## config.mk

```make
export PLATFORM = sky130hd
export DESIGN_NAME = glycemic_monitor_sequencer
export DESIGN_NICKNAME = d
export VERILOG_FILES = /design/src/rtl/glycemic_monitor_sequencer.sv
export SDC_FILE = /design/constraint.sdc
export NUM_CORES = 1
export LEC_CHECK = 0
export ABC_CLOCK_PERIOD_IN_PS = 9100
export BUFFER_PORTS_ARGS = -buffer_cell sky130_fd_sc_hd__buf_2
export CAP_MARGIN = 20
export CORE_MARGIN = 5
export CORE_UTILIZATION = 40
export CTS_CLUSTER_SIZE = 30
export DETAILED_ROUTE_END_ITERATION = 6
export PLACE_DENSITY = 0.71
export SLEW_MARGIN = 10
export SYNTH_ARGS = -nofsm -noshare
export SYNTH_HDL_FRONTEND = slang
export SYNTH_SLANG_ARGS = --single-unit
```

## constraint.sdc

```tcl
create_clock -name clk -period 9.1 [get_ports clk]
set_clock_uncertainty 0.05 [all_clocks]
set_input_delay 1.365 -clock clk [delete_from_list [all_inputs] [get_ports clk]]
set_output_delay 1.365 -clock clk [all_outputs]
set_load 0.1 [all_outputs]
```

## src/rtl/glycemic_monitor_sequencer.sv

```systemverilog
// Glycemic monitor: accepts a signed sensor sample, reports popcount of its magnitude,
// a four-sample floor average (only with GLYCEMIC_AVG_EN defined) and a sustained-high alarm.
module glycemic_monitor_sequencer #(
    parameter int unsigned THRESH = 6,
    parameter int unsigned HOLD   = 3
) (
    input  logic       clk,
    input  logic       rst,
    input  logic       sampleValid,
    input  logic [7:0] bloodSensor,
    output logic       sampleReady,
    output logic [3:0] glycemicIndex,
    output logic       indexValid,
    output logic [3:0] avgIndex,
    output logic       alarm
);

    localparam logic [2:0] HoldCnt = 3'(HOLD);

    typedef enum logic [1:0] {StIdle, StCalc, StReport} state_e;

    state_e     state_q, state_d;
    logic [7:0] sample_q;
    logic [7:0] mag;
    logic [3:0] index_q, index_d;
    logic [2:0] cnt_q, cnt_d;

    always_ff @(posedge clk) begin
        if (rst) begin
            state_q <= StIdle;
        end else begin
            state_q <= state_d;
        end
    end

    always_comb begin
        state_d = state_q;
        unique case (state_q)
            StIdle:   if (sampleValid) state_d = StCalc;
            StCalc:   state_d = StReport;
            StReport: state_d = StIdle;
            default:  state_d = StIdle;
        endcase
    end

    // indexValid is gated by rst so a reset during REPORT suppresses the pulse.
    always_comb begin
        sampleReady = (state_q == StIdle);
        indexValid  = (state_q == StReport) && !rst;
    end

    always_comb begin
        mag     = sample_q[7] ? (~sample_q + 8'd1) : sample_q;
        index_d = 4'd0;
        for (int i = 0; i < 8; i++) begin
            index_d = index_d + 4'(mag[i]);
        end
    end

    always_comb begin
        cnt_d = cnt_q;
        if (32'(index_d) >= THRESH) begin
            cnt_d = (cnt_q >= HoldCnt) ? HoldCnt : cnt_q + 3'd1;
        end else begin
            cnt_d = 3'd0;
        end
    end

    always_ff @(posedge clk) begin
        if (rst) begin
            sample_q <= 8'd0;
        end else if (sampleReady && sampleValid) begin
            sample_q <= bloodSensor;
        end
    end

    // All reported state commits on the CALC edge so it is valid alongside the REPORT pulse.
    always_ff @(posedge clk) begin
        if (rst) begin
            index_q <= 4'd0;
            cnt_q   <= 3'd0;
        end else if (state_q == StCalc) begin
            index_q <= index_d;
            cnt_q   <= cnt_d;
        end
    end

    assign glycemicIndex = index_q;
    assign alarm         = (cnt_q == HoldCnt);

`ifdef GLYCEMIC_AVG_EN
    logic [3:0] win_q [4];
    logic [5:0] win_sum;

    always_ff @(posedge clk) begin
        if (rst) begin
            for (int i = 0; i < 4; i++) begin
                win_q[i] <= 4'd0;
            end
        end else if (state_q == StCalc) begin
            win_q[0] <= index_d;
            for (int i = 1; i < 4; i++) begin
                win_q[i] <= win_q[i-1];
            end
        end
    end

    always_comb begin
        win_sum = 6'd0;
        for (int i = 0; i < 4; i++) begin
            win_sum = win_sum + 6'(win_q[i]);
        end
    end

    assign avgIndex = 4'(win_sum >> 2);
`else
    assign avgIndex = 4'd0;
`endif

endmodule

```

==> out/summary.md, run 1 <==
The number of vias per cell after detailed routing is 4.86. The repair_antennas step left the layout with diodes totalling 0. The number of clock sinks was 17. The congestion estimate from routability-driven global placement came to 0.701. STA classifies the critical path endpoint as a flip-flop. The worst register-to-register path ends at cnt_q[2]$_SDFFE_PP0N_. The critical path startpoint category is a flip-flop. Counting flops and latches in the post-synthesis netlist gives 17. The overall fraction of global-route tracks in use was 10.6%; the post-synthesis to final-layout area growth was 11.7%. In this run the horizontal extent of the chip is 60.0 µm.

Summing every instance area after synthesis gives 998 µm². In this run the worst setup path terminates at cnt_q[2]$_SDFFE_PP0N_. The number of cells upsized or downsized after cts was 0.

The count of flip-flops with a built-in enable after synthesis was 0; the total number of H-tree levels was 1. The run finished with clean final reports. For this run, design rule violations remaining after detail routing come to 0. IR analysis of the VDD net gives a maximum drop of 0.0888 mV. After synthesis, the largest family of logic cells by area is simple AND/OR/NAND/NOR gates.

The tools report the launching point of the worst reg2reg path as sample_q[2]$_SDFFE_PP0P_. The arrival time of data at the critical path endpoint was 4.17 ns; the row count was 18. Cells with a size suffix above 1 make up 19.5% of the layout. The depth of the most critical reg-to-reg path was 13; the adder-cell area share of the yosys netlist was 15.5%. Max-cap violations in this run came to 0. The tools report the sequential area share after synthesis as 34.1%. The logs give 5.05 ns for the worst setup slack for register-to-register paths and 247 MHz for the achievable frequency. The run gives 2.95 mm as the wire length of the first global-routing pass.

Clock-pin slew was measured on the worst setup and hold paths at 0.10 ns. The number of global-route vias before repair was 681; the synthesized area divided by synthesized cell count was 9.33 µm². The clock period minus worst slack came out at 4.05 ns. Die extent in y: 60.0 µm.

In the synthesized netlist the dominant register cell turns out to be sky130_fd_sc_hd__dfxtp_1. Entering global routing, the biggest net connects 22 pins. The initial antenna violation count is 0.

Clock tree buffer depth: 2. The synthesized netlist contains 31 unique library cells. For this run, asynchronously set or reset flops after synthesis account for 0%. Setup total negative slack on the finished layout was measured at 0 ns. Starting density of the core: 41.0%. The die covers 0.00360 mm². The run gives 0 as the final number of hold-violating endpoints. The static leakage is 0.509 nW. Buffers inserted to repair hold after CTS numbered 0. Gate count of the mapped netlist: 107. Dividing the final minimum period by the clock period gives 44.5%.

The floorplan step defined a core boundary enclosing 0.00243 mm². The number of design-rule violations left by the first detailed-router iteration is 15. Summing the areas of all compound-gate instances in the mapped netlist gives 11.3% of the synthesized area. Setup repair after global routing left no endpoint under its margin. The final count of pins violating max slew was 0. The number of nets in the finished design was 145; the depth of the worst hold-timing path was 2.

22 I/O pins were placed. For the worst-skew pair, the clock arrives at the later sink with an insertion delay of 0.29 ns. For this run, the detailed router's first-pass iteration total came to 4.

For the cell area after layout, the log shows 0.00111 mm². Setup violations remaining at the end of the flow were counted as 0. Dividing the detail-routed wire length by the instance count gives 10.9 µm. The synthesized netlist devotes 5.26% of its cell area to XOR and XNOR gates. The run gives 1.67 mm as the aggregate routed wire length.

Detailed placement finished with a half-perimeter wire length of 1.37 mm. The tools report the total number of yosys warnings as 0. For the required time of the worst setup path, the log shows 9.22 ns. The cell sitting at the root of the clock tree is a sky130_fd_sc_hd__clkbuf_4.

For this design the ratio of total power to cell area is 169 mW/mm². In this run the worst path has a maximum fanout of 4. TritonCTS built the clock tree.

Startpoint of the worst setup timing path: sample_q[2]$_SDFFE_PP0P_. The number of buffers created by CTS is 3. Buffers inserted during post-CTS setup optimization: 0. The multiplexer fraction of the synthesized cell area works out to 8.02%.

The setup path with the least slack is of type flip-flop to flip-flop. Summing over every cut layer, the via total after detailed routing is 744. Of the total synthesized cell area, the portion taken by AND, OR, NAND and NOR gates is 17.3%. The total overflow left after global routing is 0. The count of nets left with antenna violations once routing finished came out at 0.

The worst hold-check path type was flip-flop to flip-flop. The placed instances occupy a cell area of 0.00109 mm². In this run the tool buffered the top-level ports with 17 buffer cells.
[registers in the layout (all words and copies together) (netlist names)]
signal         count
cnt_q              3
sample_q           8
state_q            2
glycemicIndex      4
[placed cells by master (no fill, tap or decap)]
cell,netlist,layout
sky130_fd_sc_hd__a211o_1,1,1
sky130_fd_sc_hd__buf_4,4,1
sky130_fd_sc_hd__nor2b_1,1,1
sky130_fd_sc_hd__a2bb2oi_1,1,1
sky130_fd_sc_hd__dfxtp_1,17,17
sky130_fd_sc_hd__nand2_1,7,7
sky130_fd_sc_hd__inv_1,8,8
sky130_fd_sc_hd__a21o_1,1,1
sky130_fd_sc_hd__clkbuf_1,3,1
sky130_fd_sc_hd__o41ai_1,3,3
sky130_fd_sc_hd__nor3b_1,2,2
sky130_fd_sc_hd__nand2b_1,3,3
sky130_fd_sc_hd__o32ai_2,1,1
sky130_fd_sc_hd__buf_2,2,17
sky130_fd_sc_hd__o21ai_0,2,2
sky130_fd_sc_hd__xnor2_1,5,5
sky130_fd_sc_hd__nor4_1,1,1
sky130_fd_sc_hd__a211oi_1,1,1
sky130_fd_sc_hd__a21oi_1,3,3
sky130_fd_sc_hd__or3_1,2,2
sky130_fd_sc_hd__or4_4,1,1
sky130_fd_sc_hd__nand3b_1,2,2
sky130_fd_sc_hd__and2b_1,1,1
sky130_fd_sc_hd__nand3_1,1,1
sky130_fd_sc_hd__clkbuf_4,0,3
sky130_fd_sc_hd__o31ai_2,1,1
sky130_fd_sc_hd__mux2i_1,8,8
sky130_fd_sc_hd__nor2_1,13,13
sky130_fd_sc_hd__xor2_1,1,1
sky130_fd_sc_hd__fa_1,4,4
sky130_fd_sc_hd__conb_1,1,4
sky130_fd_sc_hd__ha_1,6,6
[per-layer routing]
layer	track usage (%)	vias up	share of wire, %
met3	4.54	0	7.9
li1	-	387	-
met1	13.6	337	45
met2	17.3	20	47
met4	0.949	0	0
met5	0	-	0
[per-stage QoR]
| stage | total power (W) | cells | hold slack, ns | utilization, % | setup WS [ns] |
|---|---|---|---|---|---|
| floorplan | 0.000140 | 110 | 0.424 | - | 3.91 |
| global placement | 0.000148 | 149 | 0.390 | 44.8 | 5.11 |
| detailed placement | 0.000150 | 149 | 0.398 | 44.8 | 5.04 |
| CTS | 0.000191 | 153 | 0.413 | 45.8 | 5.04 |
| global route | 0.000201 | 153 | 0.430 | 45.8 | 4.87 |
| finish | 0.000188 | 153 | 0.408 | 45.8 | 5.05 |
[cells in the mapped netlist (all sizes together) (2+ instances only)]
master | number | area share, %
a21oi | 3 | 1.5
buf | 6 | 4.0
clkbuf | 3 | 1.1
dfxtp | 17 | 34
fa | 4 | 8.0
ha | 6 | 7.5
inv | 8 | 3.0
mux2i | 8 | 8.0
nand2 | 7 | 2.6
nand2b | 3 | 1.9
nand3b | 2 | 1.5
nor2 | 13 | 4.9
nor3b | 2 | 1.5
o21ai | 2 | 1.0
o41ai | 3 | 2.6
or3 | 2 | 1.3
xnor2 | 5 | 4.4
[worst min-delay path by stage]
stage | startpoint | endpoint | slack (ns)
after detailed placement | glycemicIndex[0]$_SDFFE_PP0N_ | glycemicIndex[0]$_SDFFE_PP0N_ | 0.40
after CTS | glycemicIndex[0]$_SDFFE_PP0N_ | glycemicIndex[0]$_SDFFE_PP0N_ | 0.41
after global routing | glycemicIndex[3]$_SDFFE_PP0N_ | glycemicIndex[3]$_SDFFE_PP0N_ | 0.43
after floorplan | sample_q[1]$_SDFFE_PP0P_ | sample_q[1]$_SDFFE_PP0P_ | 0.42
after global placement | glycemicIndex[0]$_SDFFE_PP0N_ | glycemicIndex[0]$_SDFFE_PP0N_ | 0.39
final | glycemicIndex[0]$_SDFFE_PP0N_ | glycemicIndex[0]$_SDFFE_PP0N_ | 0.41
[final cells by class]
| cell class | count | area, µm² |
|---|---|---|
| clock buffer | 4 | 26.3 |
| fill | 255 | 1320 |
| inverter | 8 | 30.0 |
| multi-input combinational | 76 | 588 |
| sequential | 17 | 340 |
| tap | 30 | 37.5 |
| timing repair buffer | 18 | 92.6 |
[critical path: stages, from the launching register on]
cell	delay [ns]
sky130_fd_sc_hd__dfxtp_1	0.35
sky130_fd_sc_hd__or3_1	0.42
sky130_fd_sc_hd__nand2_1	0.10
sky130_fd_sc_hd__xnor2_1	0.13
sky130_fd_sc_hd__fa_1	0.46
sky130_fd_sc_hd__fa_1	0.54
sky130_fd_sc_hd__inv_1	0.05
sky130_fd_sc_hd__fa_1	0.52
sky130_fd_sc_hd__inv_1	0.04
sky130_fd_sc_hd__ha_1	0.22
sky130_fd_sc_hd__fa_1	0.38
sky130_fd_sc_hd__xnor2_1	0.20
sky130_fd_sc_hd__a2bb2oi_1	0.34
sky130_fd_sc_hd__o32ai_2	0.13
[cells by family after synthesis]
family	after synthesis
AND/OR/NAND/NOR	34
flip-flops	17
buffers and inverters	17
AO/OA/AOI/OAI	14
adder cells (fa/ha/maj)	10
multiplexers	8
XOR/XNOR	6
other	1
[power breakdown]
group	internal [W]	leakage, nW	switching [W]
Clock	0.0000170	0.0150	0.0000227
Sequential	0.0000786	0.139	0.00000431
Combinational	0.0000212	0.356	0.0000441
No activity file was read; power rests on OpenSTA's default activity.
==> run 2, diff against run 1 <==
ABC_CLOCK_PERIOD_IN_PS = 3600   (was 9100)
PLACE_DENSITY = 0.73   (was 0.71)
clock period = 3.6 ns   (was 9.1 ns; I/O delays follow)
==> run 2 against run 1 <==
The flow now finishes with violations (setup timing). Wire length up 18%. Fmax grew 9.4%. Critical endpoint is now cnt_q[1]$_SDFFE_PP0N_. Cell count grew 4.6%. Flip-flop and latch count did not move. Critical path depth unchanged. Largest cell class unchanged. Critical path type unchanged. Power increased to 2.8 times the previous value. Sequential power rose to 2.5 times the previous value. Combinational power increased to 3.1 times the previous value.
==> out/summary.md, run 2 (same netlist as run 1, synthesis figures left out) <==
The tools report the static leakage as 0.578 nW (was 0.509 nW). The most repeated library cell on the critical path is sky130_fd_sc_hd__fa_1 (unchanged). Relative contribution of the clock network to total power: 20.3% (was 21.1%). The ratio of cells with drive above 1 in the final layout came out at 34.6% (was 19.5%). The wire length of the first global-routing pass was 3.35 mm (was 2.95 mm).

The tools report the pin count of the biggest net entering global routing as 22 (unchanged). The run finished, with violations left. CP cell instances: or3_4 > nand2_4 > xnor2_2 > fa_1 > fa_1 > inv_1 > fa_1 > inv_1 > ha_2 > fa_2 > inv_2 > a2bb2oi_4 > o41ai_2 (was or3_1 > nand2_1 > xnor2_1 > fa_1 > fa_1 > inv_1 > fa_1 > inv_1 > ha_1 > fa_1 > xnor2_1 > a2bb2oi_1 > o32ai_2). The HPWL reported at the end of detailed placement came out at 1.51 mm (was 1.37 mm). The checks that failed: setup timing. The run gives 0.00360 mm² (unchanged) as the floorplan die area. The insertion delay of the later-clocked pin in the worst-skew pair is 0.30 ns (was 0.29 ns), and the portion of the clock cycle consumed by the worst path in the final layout is 103% (was 44.5%). The flip-flop count of the largest register, all copies and words added was 8 (unchanged). Setup repair after global routing could not meet its margin everywhere. The initial antenna violation count is 0 (unchanged), and the post-synthesis to final-layout area growth is 24.6% (was 11.7%).

The highest net fanout along the worst path is 3 (was 4), and the remaining global-route overflow is 0 (unchanged). The die extent in y was 60.0 µm (unchanged); the cell-internal power was 0.000320 W (was 0.000117 W). Clock tree buffer depth: 2 (unchanged).

Cell at the root of the clock tree: sky130_fd_sc_hd__clkbuf_4 (unchanged). The achievable frequency was 270 MHz (was 247 MHz). The worst hold-check path type is flip-flop to flip-flop (unchanged). The commonest non-fill, non-tap cell in the layout was sky130_fd_sc_hd__buf_2.

The number of failing setup endpoints in the final timing report is 4 (was 0), and the count of antenna-violating nets left after detailed routing is 0 (unchanged). The number of antenna repair diodes was 0 (unchanged). Net switching power figure: 0.000199 W (was 0.0000711 W). TritonCTS built the clock tree. The number of placed I/O pins came out at 22 (unchanged). The number of buffers created by CTS is 3 (unchanged).

The tools report the critical path capture point type as a flip-flop (unchanged). The number of design-rule violations left by the first detailed-router iteration is 18 (was 15). The clock period minus worst slack came out at 3.70 ns (was 4.05 ns). Commonest non-fill, non-tap cells in the layout: sky130_fd_sc_hd__buf_2 (17), sky130_fd_sc_hd__dfxtp_1 (15), sky130_fd_sc_hd__nor2_1 (13) (was sky130_fd_sc_hd__dfxtp_1 (17), sky130_fd_sc_hd__buf_2 (17), sky130_fd_sc_hd__nor2_1 (13)).

For the aggregate routed wire length, the log shows 1.98 mm (was 1.67 mm). The detailed-routing iteration count for the pre-antenna-repair pass is 2 (was 4), and the minimum setup slack in the final design is -0.103 ns (was 5.05 ns). The area used by sequential logic in the layout is 343 µm² (was 340 µm²), and the overall fraction of global-route tracks in use is 12.6% (was 10.6%).

The number of vias per cell after detailed routing came out at 4.94 (was 4.86). The arrival time of data at the critical path endpoint came out at 3.86 ns (was 4.17 ns). The register with the highest flop count is sample_q (unchanged). The tools report the required time of the worst setup path as 3.76 ns (was 9.22 ns). The depth of the most critical reg-to-reg path came out at 13 (unchanged). The slowest cell on the critical path was sky130_fd_sc_hd__fa_2 (was sky130_fd_sc_hd__fa_1). Final RePlAce weighted congestion: 0.725 (was 0.701). The depth of the worst hold-timing path is 2 (unchanged), and the footprint of the multi-input gates is 662 µm² (was 588 µm²). The max-cap check violation count is 0 (unchanged), and the number of port buffers is 17 (unchanged). For the sum of negative setup slack, the log shows -0.305 ns (was 0 ns).

The row count was 18 (unchanged); the core area was 0.00243 mm² (unchanged). The maximum cell stage delay along the critical path was 0.55 ns (was 0.54 ns); the register clock-pin slew on the reported worst setup and hold paths was 0.10 ns (about the same). Final number of hold-violating endpoints: 0 (unchanged).

The maximum ir drop on the vdd rail was 0.224 mV (was 0.0888 mV); the number of global-route vias before repair was 814 (was 681). The final count of pins violating max slew is 0 (unchanged). The tools report the critical path startpoint category as a flip-flop (unchanged).

The tools report the starting density of the core as 41.0% (unchanged). The number of nets in the finished design was 152 (was 145). The routed via count was 791 (was 744); the switching portion of total power was 38.4% (was 37.8%).

The pre-CTS worst setup slack is -0.215 ns (was 5.04 ns), and the layout filler cell count is 230 (was 255). The number of clock sinks is 17 (unchanged). Total number of H-tree levels: 1 (unchanged). The tools report the combinational group share of total power as 39.4% (was 34.7%). The power per cell area was 417 mW/mm² (was 169 mW/mm²); the sequential fraction of design power was 40.3% (was 44.1%).

The startpoint-to-endpoint class of the critical path is flip-flop to flip-flop (unchanged). The post-detailed-route wirelength per cell came out at 12.3 µm (was 10.9 µm). The run gives 0 (unchanged) as the residual DRC count.

Width of the die: 60.0 µm (unchanged).
-- run 2: changes by cell type in the layout (fill, tap and decap cells not counted), moves of 2 or more --
cell / previous run / this run
sky130_fd_sc_hd__o41ai_1: 3 / 1
sky130_fd_sc_hd__o41ai_2: 0 / 2
sky130_fd_sc_hd__dfxtp_2: 0 / 2
sky130_fd_sc_hd__buf_4: 1 / 8
sky130_fd_sc_hd__xnor2_1: 5 / 3
sky130_fd_sc_hd__xnor2_2: 0 / 2
sky130_fd_sc_hd__dfxtp_1: 17 / 15
-- run 2: worst max-delay path: cells and delay by family (launching register included) --
kind / cells / cell delay [ns]
xor gates and xnor gates: 1 / 0.11
AOI/OAI and AO/OA: 2 / 0.35
adders and majority gates: 5 / 2.13
and+or+nand+nor: 2 / 0.49
buffers and inverters: 3 / 0.15
DFF: 1 / 0.34
-- run 2: metal layers --
metal,part of all wire [%],global-route usage [%],vias to the layer above
li1,-,-,395
met1,40,12.4,372
met2,51,23.0,20
met3,7.5,4.54,4
met4,1.9,6.01,0
met5,0,0,-
-- run 2: path summary, 6_finish.rpt --
| check | startpoint | to | slack, ns |
|---|---|---|---|
| max | sample_q[1]$_SDFFE_PP0P_ | cnt_q[1]$_SDFFE_PP0N_ | -0.10 |
| max reg2reg | sample_q[1]$_SDFFE_PP0P_ | cnt_q[1]$_SDFFE_PP0N_ | -0.10 |
| min reg2reg | glycemicIndex[3]$_SDFFE_PP0N_ | glycemicIndex[3]$_SDFFE_PP0N_ | 0.42 |
| min | glycemicIndex[3]$_SDFFE_PP0N_ | glycemicIndex[3]$_SDFFE_PP0N_ | 0.42 |
-- run 2: power groups by stage --
stage                     logic [W]  clock network [W]  registers, W
final                      0.000204           0.000105      0.000209
after global routing       0.000224           0.000118      0.000211
after CTS                  0.000191           0.000111      0.000209
after detailed placement   0.000185                  0      0.000213
after global placement     0.000176                  0      0.000212
after floorplan            0.000125                  0      0.000236
-- run 2: area by class of cell --
cell class,instances,area share (%)
timing repair buffer,25,11.7
multi-input combinational,76,53.2
tap,30,3.02
clock buffer,4,2.11
sequential,17,27.6
inverter,8,2.41
-- run 2: metrics by stage --
step	hold WS (ns)	instance area [µm²]	power [W]	utilization, %	instances
global placement	0.389	1150	0.000389	47.3	154
global route	0.422	1240	0.000553	51.1	160
detailed placement	0.408	1150	0.000398	47.3	154
finish	0.420	1240	0.000519	51.1	160
CTS	0.419	1220	0.000511	50.3	160
floorplan	0.430	1030	0.000362	-	110
-- run 2: repair_timing --
item | in CTS | in global routing
buffers inserted | 2 | 0
hold buffers | 0 | 0
endpoints found under the setup margin | 4 | 4
pin swaps | 5 | 0
gates resized for setup | 6 | 4
